$ cat src/rtl/acc_result_fifo.sv
// -----------------------------------------------------------------------------
// acc_result_fifo
//
// Downstream stage of the accumulator block. Each rising edge of Done captures
// ACC_Out into a small show-ahead FIFO. Results are handed to the consumer
// over a valid/ready handshake. A result that arrives while the buffer is full
// (and no pop frees a slot in the same cycle) is dropped, and the sticky
// Overflow flag is raised.
//
// Ports:
//   Clk        in   1          system clock, rising-edge state updates
//   Reset      in   1          asynchronous, active-low reset
//   Done       in   1          accumulator completion flag (level or pulse)
//   ACC_Out    in   DATA_W     accumulator result, valid while Done high
//   Out_Ready  in   1          consumer accepts Out_Data this cycle
//   Clr_Ovf    in   1          synchronous clear of Overflow
//   Out_Valid  out  1          FIFO head holds a result
//   Out_Data   out  DATA_W     FIFO head result (0 when empty)
//   Full       out  1          DEPTH entries stored
//   Empty      out  1          no entries stored
//   Level      out  PTR_W+1    number of stored entries, 0..DEPTH
//   Overflow   out  1          sticky: a result was dropped while full
// -----------------------------------------------------------------------------
module acc_result_fifo #(
    parameter int DATA_W = 8,
    parameter int DEPTH  = 4
) (
    input  logic                       Clk,
    input  logic                       Reset,
    input  logic                       Done,
    input  logic [DATA_W-1:0]          ACC_Out,
    input  logic                       Out_Ready,
    input  logic                       Clr_Ovf,
    output logic                       Out_Valid,
    output logic [DATA_W-1:0]          Out_Data,
    output logic                       Full,
    output logic                       Empty,
    output logic [$clog2(DEPTH):0]     Level,
    output logic                       Overflow
);

    localparam int PTR_W = $clog2(DEPTH);

    localparam logic [PTR_W:0]  PTR_ZERO = {(PTR_W+1){1'b0}};
    localparam logic [PTR_W:0]  PTR_ONE  = {{PTR_W{1'b0}}, 1'b1};
    localparam logic [PTR_W:0]  FULL_LVL = (PTR_W+1)'(DEPTH);
    localparam logic [DATA_W-1:0] DATA_ZERO = {DATA_W{1'b0}};

    // Pointers carry one extra bit so full and empty are distinguishable
    // while the low PTR_W bits address the storage.
    logic [PTR_W:0]      wr_ptr_q;
    logic [PTR_W:0]      wr_ptr_d;
    logic [PTR_W:0]      rd_ptr_q;
    logic [PTR_W:0]      rd_ptr_d;
    logic                done_q;
    logic                ovf_q;
    logic                ovf_d;
    logic [DATA_W-1:0]   mem_q [DEPTH];

    logic [PTR_W:0]      level_s;
    logic                empty_s;
    logic                full_s;
    logic                push_s;
    logic                pop_s;
    logic                accept_s;
    logic                drop_s;

    // Occupancy, handshake strobes and next-state for pointers and Overflow.
    always_comb begin
        level_s  = wr_ptr_q - rd_ptr_q;
        empty_s  = (level_s == PTR_ZERO);
        full_s   = (level_s == FULL_LVL);
        // done_q resets high, so Done held across reset release must first
        // be seen low before it can produce a capture.
        push_s   = Done & ~done_q;
        // Pop depends only on registered state plus Out_Ready; Out_Ready
        // while empty is ignored.
        pop_s    = ~empty_s & Out_Ready;
        // When full, a same-cycle pop frees the slot the push then reuses.
        accept_s = push_s & (~full_s | pop_s);
        drop_s   = push_s & full_s & ~pop_s;

        if (accept_s) begin
            wr_ptr_d = wr_ptr_q + PTR_ONE;
        end else begin
            wr_ptr_d = wr_ptr_q;
        end

        if (pop_s) begin
            rd_ptr_d = rd_ptr_q + PTR_ONE;
        end else begin
            rd_ptr_d = rd_ptr_q;
        end

        // A drop in the same cycle as a clear leaves the flag set.
        if (drop_s) begin
            ovf_d = 1'b1;
        end else if (Clr_Ovf) begin
            ovf_d = 1'b0;
        end else begin
            ovf_d = ovf_q;
        end
    end

    // Control state: pointers, Done edge detector and sticky Overflow.
    always_ff @(posedge Clk or negedge Reset) begin
        if (!Reset) begin
            wr_ptr_q <= PTR_ZERO;
            rd_ptr_q <= PTR_ZERO;
            done_q   <= 1'b1;
            ovf_q    <= 1'b0;
        end else begin
            wr_ptr_q <= wr_ptr_d;
            rd_ptr_q <= rd_ptr_d;
            done_q   <= Done;
            ovf_q    <= ovf_d;
        end
    end

    // Result storage; contents are intentionally not reset, the pointers
    // alone define which entries are live.
    always_ff @(posedge Clk) begin
        if (accept_s) begin
            mem_q[wr_ptr_q[PTR_W-1:0]] <= ACC_Out;
        end else begin
            mem_q[wr_ptr_q[PTR_W-1:0]] <= mem_q[wr_ptr_q[PTR_W-1:0]];
        end
    end

    // Outputs derive from registered state only; the head is masked to zero
    // when nothing is stored so stale memory never leaks out.
    always_comb begin
        Out_Valid = ~empty_s;
        Empty     = empty_s;
        Full      = full_s;
        Level     = level_s;
        Overflow  = ovf_q;
        if (empty_s) begin
            Out_Data = DATA_ZERO;
        end else begin
            Out_Data = mem_q[rd_ptr_q[PTR_W-1:0]];
        end
    end

endmodule

$ cat config.mk
export PLATFORM = sky130hd
export DESIGN_NAME = acc_result_fifo
export DESIGN_NICKNAME = d
export VERILOG_FILES = /design/src/rtl/acc_result_fifo.sv
export SDC_FILE = /design/constraint.sdc
export NUM_CORES = 1
export LEC_CHECK = 0
export BUFFER_PORTS_ARGS = -buffer_cell sky130_fd_sc_hd__buf_2
export CORE_MARGIN = 2
export CORE_UTILIZATION = 45
export DETAILED_ROUTE_END_ITERATION = 6
export GPL_ROUTABILITY_DRIVEN = 1
export PLACE_DENSITY = 0.66
export SYNTH_ARGS = -nofsm -noshare
export SYNTH_HDL_FRONTEND = slang
export SYNTH_SLANG_ARGS = --single-unit
$ cat constraint.sdc
create_clock -name Clk -period 2.8 [get_ports Clk]
set_input_delay 0.14 -clock Clk [delete_from_list [all_inputs] [get_ports Clk]]
set_output_delay 0.14 -clock Clk [all_outputs]
set_load 0.05 [all_outputs]
* After elaboration in Yosys (flattened, before gate mapping)
Memory sizes are Yosys's and may differ from the RTL's.
Cells that the tools add are included.
** Cells by class
- $add $sub $neg :: 3
- Eq/ne operators :: 2
- Multiplexer cells :: 7
- Bitwise operators :: 11
- Reductions and logical operators :: 3
** Operator list (count)
- 8-bit two-way mux :: 2
- 3-bit by 1-bit adder with 3-bit output, second input constant :: 2
- 1-bit AND :: 5
- 1-bit two-way mux :: 5
- 1-bit inverter :: 4
- 3-bit equality test, second input constant :: 1
- 3-bit logical NOT :: 1
- 3-bit subtractor :: 1
- 1-bit OR :: 2
- 2-bit AND reduction :: 1
- 2-bit nonzero test :: 1
- 0-bit inequality test :: 1
** Word-level totals
- Flip-flop bits (word level) :: 8
- RAM bits :: 32
- Output and inout bits :: 15
- Word-level logic and storage cells :: 31
- Memories kept :: 1
** Memories
- mem_q :: depth 4, bits a word 8, read ports 1, clocked after memory_dff 0, write ports 1, line 58 : logic [DATA_W-1:0] mem_q [DEPTH];

* Longest topological paths before layout
Gate-level depths: netlist (run 1).
- Word-level depth :: 9
- Gate-level depth with buffers :: 7
- Depth with buffers taken out :: 7

* Worst setup path before layout (run 1)
Ideal clock, no wire load.
- Path kind :: register to output
- Start :: register wr_ptr_q[0]
- End :: output port Out_Valid
- Arrival :: 3.113 ns
- Path slack :: -0.453 ns
- Stages on the path, launching flop included :: 8
- Cells stage by stage :: dfrtp_1 > inv_1 > ha_1 > fa_1 > xnor3_2 > inv_2 > nor2_1 > inv_1
** Between the ends
- Longest elaborated chain between the ends :: 3
** RTL lines
- from (decl) :: line 51 : logic [PTR_W:0] wr_ptr_q;
- from (signal assigned) :: line 113 : wr_ptr_q <= wr_ptr_d;
- 3-bit subtractor :: line 70 : level_s = wr_ptr_q - rd_ptr_q;
- net Level[2] :: line 38 : output logic [$clog2(DEPTH):0] Level,
- 3-bit logical NOT :: line 71 : empty_s = (level_s == PTR_ZERO);
- net Empty :: line 37 : output logic Empty,
- 1-bit inverter :: line 133 : Out_Valid = ~empty_s;
- to (decl) :: line 34 : output logic Out_Valid,
The timed path passes the listed nets, and every way through them passes these cells.

* Worst setup path after layout (run 1)
- Start :: register wr_ptr_q[0]
- End :: output port Out_Data[5]
** Between the ends
- Longest elaborated chain between the ends :: 3
** RTL lines
- 3-bit subtractor :: line 70
- 3-bit logical NOT :: line 71
- 8-bit two-way mux :: line 138 : if (empty_s) begin
- to (decl) :: line 35 : output logic [DATA_W-1:0] Out_Data,
Every way passes these cells.

==> results of run 1 <==
==> kinds of logic after synthesis <==
kind of cell / after synthesis
flip-flops: 40
AND/OR/NAND/NOR: 19
buffers and inverters: 11
multiplexers: 10
adder cells (fa/ha/maj): 7
AO/OA/AOI/OAI: 5
XOR/XNOR: 5
==> layout make-up <==
type / count / area share (%)
multi-input combinational: 46 / 25.7
clock buffer: 5 / 3.37
inverter: 9 / 1.65
clock inverter: 3 / 0.919
timing repair buffer: 31 / 8.46
sequential: 40 / 56.9
tap: 48 / 2.94
==> state kept, by name, summed over array words and instances (netlist names) <==
register / cells
mem_q: 32
Overflow: 1
rd_ptr_q: 3
done_q: 1
wr_ptr_q: 3
==> stage by stage <==
| stage | instances | setup WS, ns | utilization (%) | hold slack, ns | TNS, ns |
|---|---|---|---|---|---|
| finish | 182 | 0.158 | 55.8 | 0.0513 | 0 |
| floorplan | 97 | -0.0266 | - | -0.156 | -0.238 |
| global placement | 172 | 0.257 | 52.6 | -0.00696 | 0 |
| detailed placement | 172 | 0.148 | 52.6 | -0.00456 | 0 |
| CTS | 182 | 0.0987 | 55.7 | 0.0391 | 0 |
| global route | 182 | 0.0124 | 55.8 | 0.0553 | 0 |
==> how the worst max path moves through the flow <==
stage,end,slack [ns],depth (start not counted)
floorplan,Out_Data[0],-0.03,7
global placement,mem_q[0][1],0.26,6
detailed placement,mem_q[0][6],0.15,6
CTS,Empty,0.1,7
global route,Out_Data[6],0.01,8
finish,Out_Data[5],0.16,8
==> layer usage <==
| metal | wire length [microns] | global-route usage (%) | part of all wire [%] |
|---|---|---|---|
| met1 | 1220 | 19.8 | 44 |
| met2 | 1450 | 24.9 | 52 |
| met3 | 81 | 4.09 | 2.9 |
| met4 | 13 | 5.47 | 0.47 |
| met5 | 0 | 0 | 0 |
==> cell usage in the layout (no fill, tap or decap), types with 2 or more instances in the layout <==
master / instances
nor2b_1: 9
dlygate4sd3_1: 2
inv_1: 8
buf_2: 26
and2_1: 2
clkbuf_8: 5
buf_4: 2
clkinv_2: 2
nand2_1: 2
edfxtp_1: 32
mux4_2: 8
ha_1: 6
dfrtp_1: 7
xnor2_1: 4
==> what timing repair did <==
action,CTS,global route
hold buffers,2,0
cloned,0,0
hold endpoints to repair,9,0
endpoints found under the setup margin,10,9
resized for setup,1,2
==> results by group, run 1 <==
Setup path
  – Startpoint Class: flop
  – Critical setup path kind: flop to primary output
  – Critical path peak fanout: 10
  – Critical path's top delay family: adder cells
  – R2r startpoint: wr_ptr_q[0]
  – CP Data Arrival Time: 2.50 ns
  – Crit path largest cell delay: 0.47 ns
  – Crit-path cells: inv_1 -> ha_1 -> fa_1 -> xnor3_2 -> inv_2 -> nor2_4 -> nor2b_1 -> buf_2
  – Worst reg2reg endpoint: mem_q[2][7]
  – Critical Path RT: 2.66 ns
  – Slowest CP cell: xnor3_2
  – Critical path endpoint category: primary output
  – Worst R2R Setup Slack: 0.20 ns
  – R2R depth: 6
  – CP Launch Point: wr_ptr_q[0]
  – Worst path bufs/invs: 3

Synthesis
  – Main area contributors after synthesis: edfxtp_1 56%, mux4_2 10%, dfrtp_1 10%
  – Simple-gate share of the synthesized area: 6.32%
  – Compound-Gate Fraction of Synth Area: 2.76%
  – Syn Nets: 117
  – Largest family of logic cells by synthesized area: multiplexers
  – Post-synthesis xor/xnor area fraction: 3.42%
  – Post-Syn Instances: 97
  – Mux cell area share after synthesis: 12.0%
  – Synth top area share: 55.8%
  – Ys flop type: edfxtp_1
  – Commonest cells in the netlist: 32 x edfxtp_1, 9 x nor2b_1, 8 x inv_1, 8 x mux4_2, 7 x dfrtp_1
  – EDFF count, synth: 32
  – Sequential element share of the synthesized area: 67.5%
  – Synthesized area per cell: 17.7 sq um
  – Mapped Area: 1720 sq um
  – Yosys warns: 0
  – Count leader, synth: edfxtp_1
  – Yosys top cell by area: edfxtp_1
  – Ys async rst share: 20.0%
  – Synth cell types: 26
  – Synth Register Bits: 40
  – Adder-cell share of the synthesized area: 5.52%

Worst hold path
  – HP Start: Clr_Ovf
  – Hold Path End: Overflow
  – Hold path depth: 2
  – Worst Hold Class: input port to flop

Clock network
  – # H-tree levels: 2
  – Num CTS Buffers: 5
  – Worst-skew pair later-pin latency: 0.28 ns
  – Sink Count: 40
  – Post-CTS setup buffer count: 0
  – Root Driver: clkbuf_8
  – Clock buffer depth: 2
  – Clk slew on worst S/H paths: 0.07 ns
  – CTS tree: yes

STA
  – Achievable Freq: 378 MHz
  – Skew final: 0.00524 ns
  – Tightest Pin Transition: 0.397 ns
  – Slew headroom: 73.5%
  – Fin crit share: 94.4%
  – Min cycle time layout: 2.64 ns
  – Pins Over Slew Limit: 0
  – Setup violations, final: 0
  – Unrepaired setup endpoints after global routing: no
  – Final hold violation count: 0

Placement
  – Routability Congestion: 0.701
  – Buffers on Ports: 27
  – Area after DPL: 1930 sq um
  – HPWL after DPL: 2020 microns

Global routing
  – Largest net degree at the start of global routing: 14
  – Total track usage: 15.3%
  – Vias in the first global route: 912
  – Initial antenna violation count: 0
  – Total gr overflow: 0
  – First-pass GRT wire length: 4650 microns

Floorplan
  – Num rows: 22
  – # IOs: 28
  – Total Die Area: 4340 sq um
  – Core Area: 3660 sq um
  – Initial Util: 47.0%
  – Die width: 65.9 microns
  – Die H: 65.9 microns

Routing
  – Routed WL: 2760 microns
  – TritonRoute pass-1 iters: 3
  – 1st-iter DRT viols: 32
  – # DRC: 0
  – Routed wire per std cell: 15.2 microns
  – Vias per cell: 4.91
  – Antenna-violating nets left: 0
  – Via count: 894

Layout
  – Total Nets Final: 153
  – Fillcell total: 306
  – Area of the multi-input gates: 526 sq um
  – Layout cells sized above 1: 39.6%
  – Final Cell Area: 2040 sq um
  – Area Overhead vs Synth: 18.6%
  – Storage element area: 1160 sq um
  – N_diodes: 0

Status
  – Status: finished clean

Run
  – Max cap viols: 0
Power of run 1 is left out: the tool's default activity adds up to more than one toggle a clock period on the data nets, which glitch-free logic cannot reach.
==> inputs of run 2 (changes only) <==
- CORE_UTILIZATION: 45 -> 55
- PLACE_DENSITY: 0.66 -> 0.78
==> run 2 against run 1 <==
Setup slack better by 0.10 ns. Final cell count down 6.6%. Sequential share of layout area up 0.78 points. Flip-flop and latch count unchanged. Critical path type unchanged.
==> results by group, run 2 (synthesis gave the netlist of run 1 again) <==
Setup path
  – Crit-path cells: inv_1 -> ha_1 -> fa_1 -> nand2_1 -> nor2_4 -> nor2b_1 -> buf_2
  – Crit path largest cell delay: 0.50 ns (+0.03 ns)
  – Worst R2R Setup Slack: 0.28 ns (+0.08 ns)
  – Worst path bufs/invs: 2 (-1)
  – CP Data Arrival Time: 2.40 ns (-0.10 ns)
  – Startpoint Class: flop
  – Critical path endpoint category: primary output
  – Worst reg2reg endpoint: mem_q[2][6]
  – Critical path's top delay family: adder cells
  – Slowest CP cell: fa_1
  – R2R depth: 6 (unchanged)
  – Critical path depth: 7 (-1)
  – Critical Path RT: 2.66 ns (about the same)
  – R2r startpoint: wr_ptr_q[0]
  – Critical setup path kind: flop to primary output
  – Critical path peak fanout: 10 (unchanged)

STA
  – Hold Slack: 0.0287 ns (-0.0225 ns)
  – Skew final: 0.00506 ns (-0.000181 ns)
  – Slew headroom: 73.4% (-0.13 points)
  – Pins Over Slew Limit: 0 (unchanged)
  – Min cycle time layout: 2.54 ns (-0.101 ns)
  – Setup violations, final: 0 (unchanged)
  – Achievable Freq: 394 MHz (+4.0%)
  – Unrepaired setup endpoints after global routing: no
  – Fin crit share: 90.8% (-3.6 points)
  – Final hold violation count: 0 (unchanged)
  – Tightest Pin Transition: 0.399 ns (+0.00195 ns)

Routing
  – Antenna-violating nets left: 0 (unchanged)
  – # DRC: 0 (unchanged)
  – DR top layer: met4
  – DR WL met3: 131 microns (+62%)
  – TritonRoute pass-1 iters: 4 (+1)
  – Vias per cell: 5.44 (+11%)
  – Met1 WL: 1260 microns (+3.2%)
  – Routed wire per std cell: 17.1 microns (+13%)
  – 1st-iter DRT viols: 27 (-16%)
  – Via count: 925 (+3.5%)
  – Routed WL: 2900 microns (+5.2%)
  – WL met2: 1500 microns (+3.6%)

Layout
  – Layout cells sized above 1: 36.5% (-3.1 points)
  – Most common cell after layout, fill and taps aside: edfxtp_1
  – N_diodes: 0 (unchanged)
  – Total Nets Final: 156 (+2.0%)
  – Max FFs per register: 32 (unchanged)
  – Fillcell total: 209 (-32%)
  – Area Overhead vs Synth: 17.0%
  – Storage element area: 1160 sq um (unchanged)
  – Area of the multi-input gates: 524 sq um (-0.24%)
  – Most frequent cells in the layout: 32 x edfxtp_1, 26 x buf_2, 9 x nor2b_1, 8 x inv_1, 8 x mux4_2

Status
  – Status: finished clean

Floorplan
  – Total Die Area: 3590 sq um (-17%)
  – Core Area: 3000 sq um (-18%)
  – Initial Util: 57.3% (+10 points)
  – Die width: 60.0 microns (-9.0%)
  – # IOs: 28 (unchanged)
  – Num rows: 20 (-9.1%)
  – Die H: 60.0 microns (-9.0%)

Clock network
  – CTS tree: yes
  – Clock buffer depth: 2 (unchanged)
  – Clk slew on worst S/H paths: 0.10 ns (+0.03 ns)
  – Sink Count: 40 (unchanged)
  – Num CTS Buffers: 5 (unchanged)
  – Root Driver: clkbuf_4
  – Worst-skew pair later-pin latency: 0.34 ns (+0.06 ns)
  – Post-CTS setup buffer count: 0 (unchanged)
  – # H-tree levels: 2 (unchanged)

Worst hold path
  – Hold Path End: mem_q[0][7]
  – HP Start: ACC_Out[7]
  – Worst Hold Class: input port to flop
  – Hold path depth: 1 (-1)

Global routing
  – First-pass GRT wire length: 4570 microns (-1.8%)
  – Vias in the first global route: 872 (-4.4%)
  – Initial antenna violation count: 0 (unchanged)
  – Total track usage: 18.9% (+3.7 points)
  – Largest net degree at the start of global routing: 13 (-1)
  – Total gr overflow: 0 (unchanged)

Placement
  – HPWL after DPL: 2050 microns (+1.6%)
  – Buffers on Ports: 27 (unchanged)
  – Routability Congestion: 0.775 (+11%)

Run
  – Max cap viols: 0 (unchanged)
==> run 2: changes by cell type in the layout (fill, tap and decap cells not counted) <==
| cell | change |
|---|---|
| dlygate4sd3_1 | +3 |
| clkinv_2 | -1 |
| clkbuf_4 | +5 |
| clkbuf_8 | -5 |
| and2_1 | +1 |
| clkinv_4 | -1 |
| and2_2 | -1 |
| clkbuf_1 | +2 |
==> run 2: repair_timing <==
item,4_1_cts,5_1_grt
hold buffers,3,2
endpoints found under the setup margin,10,10
pin swaps,0,2
resized for setup,1,1
hold endpoints to repair,10,7
==> run 2: how the worst max path moves through the flow <==
stage | start | end
after floorplan | wr_ptr_q[0] | Out_Data[0]
after global placement | wr_ptr_q[0] | mem_q[2][1]
after detailed placement | wr_ptr_q[0] | mem_q[1][1]
after CTS | wr_ptr_q[0] | Empty
after global routing | wr_ptr_q[0] | mem_q[2][3]
final | wr_ptr_q[0] | Out_Data[3]
==> run 2: cell type report <==
cell class	instances	share of cell area, %
Inverter	9	1.68
Multi-Input combinational cell	46	26.0
Tap cell	33	2.05
Timing Repair Buffer	34	10.1
Clock buffer	7	2.24
Clock inverter	1	0.248
Sequential cell	40	57.7
==> run 2: layer usage <==
metal	up-vias	track usage (%)
li1	438	-
met1	463	26.5
met2	22	28.0
met3	2	7.14
met4	0	5.71
met5	-	0
==> run 2: stage by stage <==
| step | instances | TNS [ns] | area (sq um) | setup slack (ns) | util, % |
|---|---|---|---|---|---|
| 3_5_place_dp | 157 | 0 | 1910 | 0.207 | 63.5 |
| 4_1_cts | 168 | 0 | 1990 | 0.0619 | 66.3 |
| 2_1_floorplan | 97 | -0.238 | 1720 | -0.0266 | - |
| 3_3_place_gp | 157 | 0 | 1910 | 0.305 | 63.5 |
| 5_1_grt | 170 | 0 | 2010 | 0.0884 | 67.1 |
| 6_report | 170 | 0 | 2010 | 0.259 | 67.1 |
Power of run 2 is left out for the same reason.
==> inputs of run 3 (changes only) <==
- CORE_UTILIZATION: 55 -> 40
- PLACE_DENSITY: 0.78 -> unset
==> run 3 against run 2 <==
Routed wire length rose by 6.7%. Final cell count rose by 8.2%. Via count fell by 1.1%. Flip-flop and latch count did not move. Core utilization fell by 16 points. Clock skew barely moved. Critical path depth fell by 1. Non-clock buffer count fell by 3.
==> results by group, run 3 (synthesis gave the netlist of run 1 again) <==
Layout
  – Most frequent cells in the layout: 32 x edfxtp_1, 27 x buf_2, 9 x nor2b_1, 8 x inv_1, 8 x mux4_2
  – Cell Count, Final, Fillers Out: 184 (+8.2%)
  – N_diodes: 0 (unchanged)
  – Layout cells sized above 1: 40.3% (+3.8 points)
  – Max FFs per register: 32 (unchanged)
  – Total Nets Final: 153 (-1.9%)
  – Area Overhead vs Synth: 20.3%
  – Most common cell after layout, fill and taps aside: edfxtp_1

Global routing
  – Total gr overflow: 0 (unchanged)
  – Total track usage: 14.0% (-4.9 points)
  – Initial antenna violation count: 0 (unchanged)
  – First-pass GRT wire length: 5080 microns (+11%)
  – Vias in the first global route: 1019 (+17%)
  – Largest net degree at the start of global routing: 15 (+2)

Routing
  – 1st-iter DRT viols: 23 (-15%)
  – Routed WL: 3100 microns (+6.7%)
  – Routed wire per std cell: 16.8 microns (-1.4%)
  – # DRC: 0 (unchanged)
  – Antenna-violating nets left: 0 (unchanged)
  – Vias per cell: 4.97 (-8.6%)
  – TritonRoute pass-1 iters: 2 (-2)
  – Via count: 915 (-1.1%)

STA
  – Slew headroom: 72.9% (-0.52 points)
  – Pins Over Slew Limit: 0 (unchanged)
  – Unrepaired setup endpoints after global routing: no
  – Fin crit share: 90.1% (-0.69 points)
  – Achievable Freq: 397 MHz (+0.77%)
  – Skew final: 0.00544 ns (+0.000386 ns)
  – Min cycle time layout: 2.52 ns (-0.0194 ns)
  – Setup violations, final: 0 (unchanged)
  – Final hold violation count: 0 (unchanged)
  – Tightest Pin Transition: 0.406 ns (+0.00732 ns)

Clock network
  – Clock buffer depth: 2 (unchanged)
  – Post-CTS setup buffer count: 0 (unchanged)
  – # H-tree levels: 2 (unchanged)
  – Root Driver: clkbuf_8
  – Worst-skew pair later-pin latency: 0.29 ns (-0.05 ns)
  – Sink Count: 40 (unchanged)
  – CTS tree: yes
  – Num CTS Buffers: 5 (unchanged)
  – Clk slew on worst S/H paths: 0.08 ns (-0.02 ns)

Setup path
  – Slowest CP cell: fa_1
  – CP Data Arrival Time: 2.38 ns (-0.02 ns)
  – Critical path peak fanout: 10 (unchanged)
  – Crit-path cells: inv_1 -> ha_1 -> fa_1 -> nand2_1 -> nor2_4 -> buf_2
  – Startpoint Class: flop
  – Critical path endpoint category: primary output
  – Critical setup path kind: flop to primary output
  – Crit path largest cell delay: 0.51 ns (about the same)
  – Critical Path RT: 2.66 ns (about the same)

Floorplan
  – Total Die Area: 4840 sq um (+35%)
  – Core Area: 4060 sq um (+35%)
  – # IOs: 28 (unchanged)
  – Initial Util: 42.4% (-15 points)
  – Num rows: 23 (+15%)
  – Die H: 69.6 microns (+16%)
  – Die width: 69.6 microns (+16%)

Status
  – Status: finished clean

Run
  – Max cap viols: 0 (unchanged)

Worst hold path
  – Worst Hold Class: input port to flop

Placement
  – HPWL after DPL: 2170 microns (+5.7%)
  – Routability Congestion: 0.704 (-9.1%)
  – Post-Place Cells: 174 (+11%)
  – Buffers on Ports: 27 (unchanged)
==> run 3: cell count changes in the layout (fill, tap and decap cells not counted), sizes merged <==
| cell | before | now |
|---|---|---|
| bufinv | 0 | 1 |
| buf | 28 | 29 |
| clkbuf | 8 | 5 |
| clkinv | 1 | 0 |
| dlygate4sd3 | 5 | 2 |
| inv | 9 | 10 |
| clkinvlp | 0 | 1 |
==> run 3: layer usage <==
layer / routed length (microns) / track usage [%] / part of all wire (%)
met3: 121 / 4.22 / 3.9
met2: 1610 / 24.7 / 52
met5: 0 / 0 / 0
met4: 23 / 4.58 / 0.74
met1: 1340 / 16.4 / 43
==> run 3: final timing paths <==
check | depth (start not counted) | startpoint | slack (ns) | to
worst max-delay path | 6 | wr_ptr_q[0] | 0.28 | Empty
max in group asynchronous | 2 | Reset | 2.36 | done_q
worst max register to register | 6 | wr_ptr_q[0] | 0.28 | mem_q[2][7]
min in group asynchronous | 2 | Reset | 0.20 | Overflow
worst min-delay path | 2 | Clr_Ovf | 0.01 | Overflow
worst min register to register | 2 | Overflow | 0.54 | Overflow
==> run 3: metrics by stage <==
step | util, % | cell area (sq um) | setup TNS (ns) | worst slack [ns] | hold WS [ns]
final | 51.0 | 2070 | 0 | 0.278 | 0.0133
after global routing | 51.0 | 2070 | 0 | 0.123 | 0.0207
after CTS | 51.0 | 2070 | 0 | 0.0744 | 0.00885
after detailed placement | 47.5 | 1930 | 0 | 0.133 | -0.00627
after global placement | 47.5 | 1930 | 0 | 0.256 | -0.00630
after floorplan | - | 1720 | -0.238 | -0.0266 | -0.156
==> run 3: critical path, delay by kind of cell (launching register included) <==
family,cells,cell delay [ns]
adder cells (fa/ha/maj),2,0.74
AND/OR/NAND/NOR,2,0.52
flip-flops,1,0.38
buffers and inverters,2,0.43
==> run 3: area by class of cell <==
| class | instances | area [sq um] |
|---|---|---|
| inverters | 9 | 33.8 |
| clock buffers | 5 | 68.8 |
| well taps | 50 | 62.6 |
| fillers | 337 | 1990 |
| repair buffers | 31 | 170 |
| multi-input cells | 46 | 527 |
| flip-flops and latches | 40 | 1160 |
| clock inverters | 3 | 46.3 |
==> run 3: what timing repair did <==
item                       4_1_cts  5_1_grt
pin swaps                        0        2
resized for setup                1        2
setup endpoints to repair       10       18
hold buffers                     2        0
hold endpoints to repair         9        0
Power of run 3 is left out for the same reason.
